File: src/rtl/data_memory_pkg.sv
// Shared types and defaults for the data memory with a coalescing store buffer.
// Store-buffer entries carry the full 30-bit word index; range checking happens before enqueue.
package data_memory_pkg;

   localparam int DEPTH_DEF    = 64;
   localparam int SB_DEPTH_DEF = 4;
   localparam int IDX_W        = 30;

   typedef struct packed {
      logic             valid;
      logic [IDX_W-1:0] index;
      logic [31:0]      data;
   } sb_entry_t;

endpackage

File: src/rtl/data_memory_if.sv
// CPU-side bus of the data memory. mem_write is a single-cycle strobe with no backpressure:
// every in-range store is accepted on the edge it is sampled, and loads return combinationally.
interface data_memory_if
   import data_memory_pkg::*;
#(
   parameter int SB_DEPTH = SB_DEPTH_DEF
);
   localparam int CW = $clog2(SB_DEPTH) + 1;

   logic          mem_write;
   logic [31:0]   data_memory_addr;
   logic [31:0]   write_data;
   logic          flush;
   logic [31:0]   read_data;
   logic [CW-1:0] sb_count;
   logic          sb_empty;
   logic          addr_error;

   modport master (
      output mem_write, data_memory_addr, write_data, flush,
      input  read_data, sb_count, sb_empty, addr_error
   );

   modport slave (
      input  mem_write, data_memory_addr, write_data, flush,
      output read_data, sb_count, sb_empty, addr_error
   );

endinterface

File: src/rtl/data_memory_store_buffer.sv
// Store buffer: FIFO of pending stores with coalescing, youngest-match forwarding and
// a single drain port toward the array (at most one array write per cycle).
module store_buffer
   import data_memory_pkg::*;
#(
   parameter  int SB_DEPTH = SB_DEPTH_DEF,
   localparam int PW       = $clog2(SB_DEPTH),
   localparam int CW       = PW + 1
) (
   input  logic             clk,
   input  logic             reset,
   input  logic             mem_write,
   input  logic             store_ok,
   input  logic [IDX_W-1:0] wr_index,
   input  logic [31:0]      wr_data,
   input  logic             flush,
   input  logic [IDX_W-1:0] rd_index,
   output logic             fwd_hit,
   output logic [31:0]      fwd_data,
   output logic             drain_en,
   output logic [IDX_W-1:0] drain_index,
   output logic [31:0]      drain_data,
   output logic [CW-1:0]    count
);

   sb_entry_t     sb_q [SB_DEPTH];
   sb_entry_t     sb_d [SB_DEPTH];
   logic [PW-1:0] head_q, head_d;
   logic [PW-1:0] tail_q, tail_d;
   logic [CW-1:0] count_q, count_d;

   logic          match_hit;
   logic [PW-1:0] match_pos;
   logic          full, empty, coalesce, enqueue, head_coalesced;

   // Scan oldest to youngest so the last hit is the youngest entry.
   always_comb begin
      logic [PW-1:0] pos;
      match_hit = 1'b0;
      match_pos = '0;
      fwd_hit   = 1'b0;
      fwd_data  = '0;
      pos       = '0;
      for (int k = 0; k < SB_DEPTH; k++) begin
         pos = head_q + PW'(k);
         if (sb_q[pos].valid && (sb_q[pos].index == wr_index)) begin
            match_hit = 1'b1;
            match_pos = pos;
         end
         if (sb_q[pos].valid && (sb_q[pos].index == rd_index)) begin
            fwd_hit  = 1'b1;
            fwd_data = sb_q[pos].data;
         end
      end
   end

   assign full           = (count_q == CW'(SB_DEPTH));
   assign empty          = (count_q == '0);
   assign coalesce       = store_ok & match_hit;
   assign enqueue        = store_ok & ~match_hit;
   assign head_coalesced = coalesce & (match_pos == head_q);

   always_comb begin
      sb_d        = sb_q;
      head_d      = head_q;
      tail_d      = tail_q;
      drain_en    = ~empty & ((enqueue & full) | ~mem_write | flush);
      drain_index = sb_q[head_q].index;
      // A store coalescing into a draining head goes straight to the array.
      drain_data  = head_coalesced ? wr_data : sb_q[head_q].data;
      if (drain_en) begin
         sb_d[head_q].valid = 1'b0;
         head_d             = head_q + 1'b1;
      end
      if (coalesce && !(drain_en && head_coalesced)) begin
         sb_d[match_pos].data = wr_data;
      end
      if (enqueue) begin
         sb_d[tail_q] = '{valid: 1'b1, index: wr_index, data: wr_data};
         tail_d       = tail_q + 1'b1;
      end
      count_d = count_q + CW'(enqueue) - CW'(drain_en);
   end

   always_ff @(posedge clk or negedge reset) begin
      if (!reset) begin
         for (int i = 0; i < SB_DEPTH; i++) begin
            sb_q[i] <= '0;
         end
         head_q  <= '0;
         tail_q  <= '0;
         count_q <= '0;
      end else begin
         sb_q    <= sb_d;
         head_q  <= head_d;
         tail_q  <= tail_d;
         count_q <= count_d;
      end
   end

   assign count = count_q;

endmodule

File: src/rtl/data_memory.sv
// Word-addressed data memory fronted by a store buffer; loads are combinational and see
// buffered stores first. Out-of-range accesses read 0 and raise a sticky addr_error.
module data_memory
   import data_memory_pkg::*;
#(
   parameter int DEPTH    = DEPTH_DEF,
   parameter int SB_DEPTH = SB_DEPTH_DEF
) (
   input  logic          clk,
   input  logic          reset,
   data_memory_if.slave  bus
);

   localparam int AW = $clog2(DEPTH);
   localparam int CW = $clog2(SB_DEPTH) + 1;

   logic [IDX_W-1:0] word_idx;
   logic             in_range;
   logic             store_ok;
   logic             fwd_hit;
   logic [31:0]      fwd_data;
   logic             sb_drain_en;
   logic [IDX_W-1:0] sb_drain_index;
   logic [31:0]      sb_drain_data;
   logic [CW-1:0]    sb_count;
   logic [31:0]      read_data;
   logic             addr_error_q, addr_error_d;
   logic             unused_bits;

   // Array contents are deliberately not reset.
   logic [31:0]      mem_q [DEPTH];

   assign word_idx    = bus.data_memory_addr[31:2];
   assign in_range    = (word_idx < IDX_W'(DEPTH));
   assign store_ok    = bus.mem_write & in_range;
   assign unused_bits = ^{bus.data_memory_addr[1:0], sb_drain_index[IDX_W-1:AW]};

   store_buffer #(.SB_DEPTH(SB_DEPTH)) u_sb (
      .clk         (clk),
      .reset       (reset),
      .mem_write   (bus.mem_write),
      .store_ok    (store_ok),
      .wr_index    (word_idx),
      .wr_data     (bus.write_data),
      .flush       (bus.flush),
      .rd_index    (word_idx),
      .fwd_hit     (fwd_hit),
      .fwd_data    (fwd_data),
      .drain_en    (sb_drain_en),
      .drain_index (sb_drain_index),
      .drain_data  (sb_drain_data),
      .count       (sb_count)
   );

   always_ff @(posedge clk) begin
      if (reset && sb_drain_en) begin
         mem_q[sb_drain_index[AW-1:0]] <= sb_drain_data;
      end
   end

   always_comb begin
      read_data = '0;
      if (in_range) begin
         read_data = fwd_hit ? fwd_data : mem_q[word_idx[AW-1:0]];
      end
   end

   assign addr_error_d = addr_error_q | ~in_range;

   always_ff @(posedge clk or negedge reset) begin
      if (!reset) begin
         addr_error_q <= 1'b0;
      end else begin
         addr_error_q <= addr_error_d;
      end
   end

   assign bus.read_data  = read_data;
   assign bus.sb_count   = sb_count;
   assign bus.sb_empty   = (sb_count == '0);
   assign bus.addr_error = addr_error_q;

endmodule

File: src/flat_wrapper.sv
// flat-port wrapper written by rule: the top's interface ports become plain ports
module data_memory_flat import data_memory_pkg::*;
#(
   parameter int DEPTH    = DEPTH_DEF,
   parameter int SB_DEPTH = SB_DEPTH_DEF
)
  (clk, reset, bus_mem_write, bus_data_memory_addr, bus_write_data, bus_flush, bus_read_data, bus_sb_count, bus_sb_empty, bus_addr_error);
  data_memory_if #(.SB_DEPTH(SB_DEPTH)) bus_i ();
  input  logic clk;
  input  logic reset;
  input wire logic [$bits(bus_i.mem_write)-1:0] bus_mem_write;
  input wire logic [$bits(bus_i.data_memory_addr)-1:0] bus_data_memory_addr;
  input wire logic [$bits(bus_i.write_data)-1:0] bus_write_data;
  input wire logic [$bits(bus_i.flush)-1:0] bus_flush;
  output wire logic [$bits(bus_i.read_data)-1:0] bus_read_data;
  output wire logic [$bits(bus_i.sb_count)-1:0] bus_sb_count;
  output wire logic [$bits(bus_i.sb_empty)-1:0] bus_sb_empty;
  output wire logic [$bits(bus_i.addr_error)-1:0] bus_addr_error;
  assign bus_i.mem_write = bus_mem_write;
  assign bus_i.data_memory_addr = bus_data_memory_addr;
  assign bus_i.write_data = bus_write_data;
  assign bus_i.flush = bus_flush;
  assign bus_read_data = bus_i.read_data;
  assign bus_sb_count = bus_i.sb_count;
  assign bus_sb_empty = bus_i.sb_empty;
  assign bus_addr_error = bus_i.addr_error;
  data_memory #(.DEPTH(DEPTH), .SB_DEPTH(SB_DEPTH)) u_core (.clk(clk), .reset(reset), .bus(bus_i));
endmodule
File: config.mk
export PLATFORM = sky130hd
export DESIGN_NAME = data_memory_flat
export DESIGN_NICKNAME = d
export VERILOG_FILES = /design/src/rtl/data_memory_pkg.sv /design/src/rtl/data_memory_if.sv /design/src/rtl/data_memory_store_buffer.sv /design/src/rtl/data_memory.sv /design/src/flat_wrapper.sv
export SDC_FILE = /design/constraint.sdc
export NUM_CORES = 2
export LEC_CHECK = 0
export BUFFER_PORTS_ARGS = -buffer_cell sky130_fd_sc_hd__buf_2
export CORE_MARGIN = 8
export CORE_UTILIZATION = 30
export CTS_BUF_LIST = sky130_fd_sc_hd__clkbuf_8 sky130_fd_sc_hd__clkbuf_16
export DETAILED_ROUTE_END_ITERATION = 16
export PLACE_DENSITY = 0.54
export SLEW_MARGIN = 20
export SYNTH_ARGS = -nofsm -noshare
export SYNTH_HDL_FRONTEND = slang
export SYNTH_SLANG_ARGS = --single-unit
export TNS_END_PERCENT = 100
File: constraint.sdc
create_clock -name clk -period 14.7 [get_ports clk]
set_clock_uncertainty 0.1 [all_clocks]
set_input_delay 1.47 -clock clk [delete_from_list [all_inputs] [get_ports clk]]
set_output_delay 1.47 -clock clk [all_outputs]
set_load 0.1 [all_outputs]
==> metrics.yaml <==
hold_path_end: "u_core.bus.addr_error$_DFF_PN0_"
finalCriticalPeriod_ps: 9530
hold_start: "u_core.bus.addr_error$_DFF_PN0_"
worstSetupPathType: "reg2out"
die_w_um: 588
holdPathStages: 1
worstSetupEndpointType: "output port"
grt_pass1_wl_mm: 396
cp.required_ps: 13130
syn_area_um2: 98000
path_delay_family: "buffers and inverters"
ir_drop_mv: 0.252
cp.depth: 14
synth_edf_count: 2048
path_buf_inv: 4
post_dp_cell_area_um2: 104000
synth_seq_cells: 2308
crit_arrival_ps: 7960
leakagePower_nw: 31.0
worstRegToRegCells: 17
areaGrowthSynthToFinish_pct: 14.2
wl_per_cell_um: 29.6
grt.total_usage_pct: 15.7
critPathLaunch: "u_core.u_sb.head_q[0]$_DFFE_PN0N_"
firstDrtPassIters: 6
rsz0062_at_grt: "false"
place.port_buffers: 102
hold_path_class: "reg2reg"
vias: 49900
drc: 0
power_density_nw_per_um2: 129
viasPerCell: 5.30
syn_area_per_cell_um2: 20.8
synth.yosys.seq_area_share_pct: 69.4
clock_path_buffers: 4
clkTransAtPathRegs_ps: 60
ctsHoldBuffers: 0
cts_made_buffers: 242
nNetsFinal: 4972
crit_chain: "clkinv_1 -> ha_4 -> buf_12 -> mux4_2 -> xnor2_1 -> nand4_1 -> nor3_1 -> nand3_1 -> a2111oi_4 -> buf_4 -> a221oi_1 -> or3_1 -> a31oi_1 -> buf_2"
mostFrequentLayoutCells: "2048 x edfxtp_1, 862 x mux4_2, 258 x dfrtp_1, 244 x clkbuf_16, 162 x mux2_2"
reg2reg_slack_ps: 6670
design_area_um2: 112000
synth_nets: 4791
worst_setup_path_start_kind: "register"
initial_core_util_pct: 30.1
rows: 210
place.gp.congestion: 0.909
fillers: 30400
ant_nets: 0
yosysWarnings: 0
cts_resized: 0
cts_setup_buffers: 0
antenna_found_initial: 7
cts-root-buf: "clkbuf_16"
setup_viol: 0
dp_hpwl_mm: 157
grt_max_degree: 119
r2r_start: "u_core.u_sb.head_q[0]$_DFFE_PN0N_"
worst_pin_slew_ps: 1040
die_h_um: 588
wl_mm: 279
die_area_um2: 345000
drtIter0Drc: 4916
slowest_stage: "a2111oi_4"
core_um2: 326000
worst_slack_ps: 5170
r2r-end: "u_core.mem_q[35][27]$_DFFE_PP_"
max_freq_mhz: 105
final_common_cell: "edfxtp_1"
cts_tree: "built"
drive_above_1_share_pct: 33.6
syn_inst: 4712
cp_slowest_stage_delay_ps: 780
ios: 105
grt_pass1_vias: 51500
gr-total-overflow: 0
place_ws_ps: 5820
synth.distinct_cells: 81
ys.flop_type: "edfxtp_1"
clock_latency_ps: 860
drv_slew: 0
cp_max_fo: 106
post-route-period-util_pct: 64.8
status: "finished clean"
async_flop_share_pct: 11.3
finalSetupTns_ps: 0
max_slew_margin_pct: 30.4
hold_viol_final: 0
cts.sinks: 2308
maxCapViolCount: 0
htreeDepth: 4
worst max path at each step:
| stage | to |
|---|---|
| 6_report | bus_read_data[23] |
| 5_1_grt | bus_read_data[14] |
| 4_1_cts | bus_read_data[14] |
| 3_5_place_dp | bus_read_data[14] |
| 3_3_place_gp | bus_read_data[22] |
| 2_1_floorplan | u_core.mem_q[0][0]$_DFFE_PP_ |
sequential cells by signal, indices dropped and copies added, names as in the netlist:
signal / count
u_core.u_sb.count: 3
u_core.u_sb.tail_q: 2
u_core.bus.addr_error: 1
u_core.u_sb.head_q: 2
u_core.u_sb.sb_q: 252
u_core.mem_q: 2048
metal layers:
| layer | wire length (um) | share of wire [%] | vias up | global-route usage (%) |
|---|---|---|---|---|
| li1 | - | - | 20300 | - |
| met1 | 119000 | 43 | 27700 | 21.6 |
| met2 | 137000 | 49 | 1608 | 26.3 |
| met3 | 14500 | 5.2 | 382 | 2.25 |
| met4 | 7710 | 2.8 | 2 | 4.19 |
| met5 | 17 | 0.0061 | - | 0 |
through the flow:
stage	power, W	utilization [%]	hold WS, ps	std cells
floorplan	0.00845	-	400	4712
global placement	0.00878	32.0	349	8995
detailed placement	0.00879	32.0	348	8995
CTS	0.0146	34.3	372	9429
global route	0.0149	34.3	401	9430
finish	0.0145	34.3	377	9431
cell type report:
cell class                 instances  area (um^2)  area share, %
antenna                            2         5.00        0.00447
clock buffer                     250         6190           5.53
clock inverter                   184         1280           1.15
inverter                          29          116          0.104
multi-input combinational       2056        29100           26.0
sequential                      2308        68000           60.8
tap                             4346         5440           4.86
timing repair buffer             256         1760           1.57
kinds of logic after synthesis:
family	synth area share, %
fa+ha+maj	0.148
xor+xnor	0.894
compound gates	1.80
flops	69.4
mux	23.4
buf+inv	1.53
simple gates	2.82
synthesized netlist by cell type (15+ instances only):
cell | instances | area [um^2]
nand4_1 | 28 | 175
a221oi_1 | 44 | 385
xnor2_1 | 85 | 744
buf_4 | 17 | 128
xor2_1 | 15 | 131
o22ai_1 | 16 | 100
nand2_1 | 132 | 495
nor4_1 | 25 | 156
and2_1 | 98 | 613
mux4_2 | 862 | 19400
mux2_2 | 170 | 1910
buf_2 | 43 | 215
inv_1 | 25 | 93.8
nor2b_1 | 19 | 119
dfrtp_1 | 260 | 6510
nor2_1 | 70 | 263
a31oi_1 | 41 | 257
mux2_1 | 33 | 372
o21ai_0 | 34 | 170
edfxtp_1 | 2048 | 61500
or3_1 | 39 | 244
buf_1 | 69 | 259
mux2i_1 | 126 | 1260
nand3_1 | 16 | 80.1
clkbuf_1 | 181 | 679
nor3_1 | 52 | 260
where the power goes:
group / internal [W] / total (W) / switching [W] / leakage [nW]
sequential: 0.00709 / 0.00714 / 0.0000530 / 17.9
combinational: 0.000580 / 0.00149 / 0.000910 / 9.23
clock: 0.00331 / 0.00583 / 0.00251 / 3.88
Note: power is estimated with default switching activity, not from simulation.
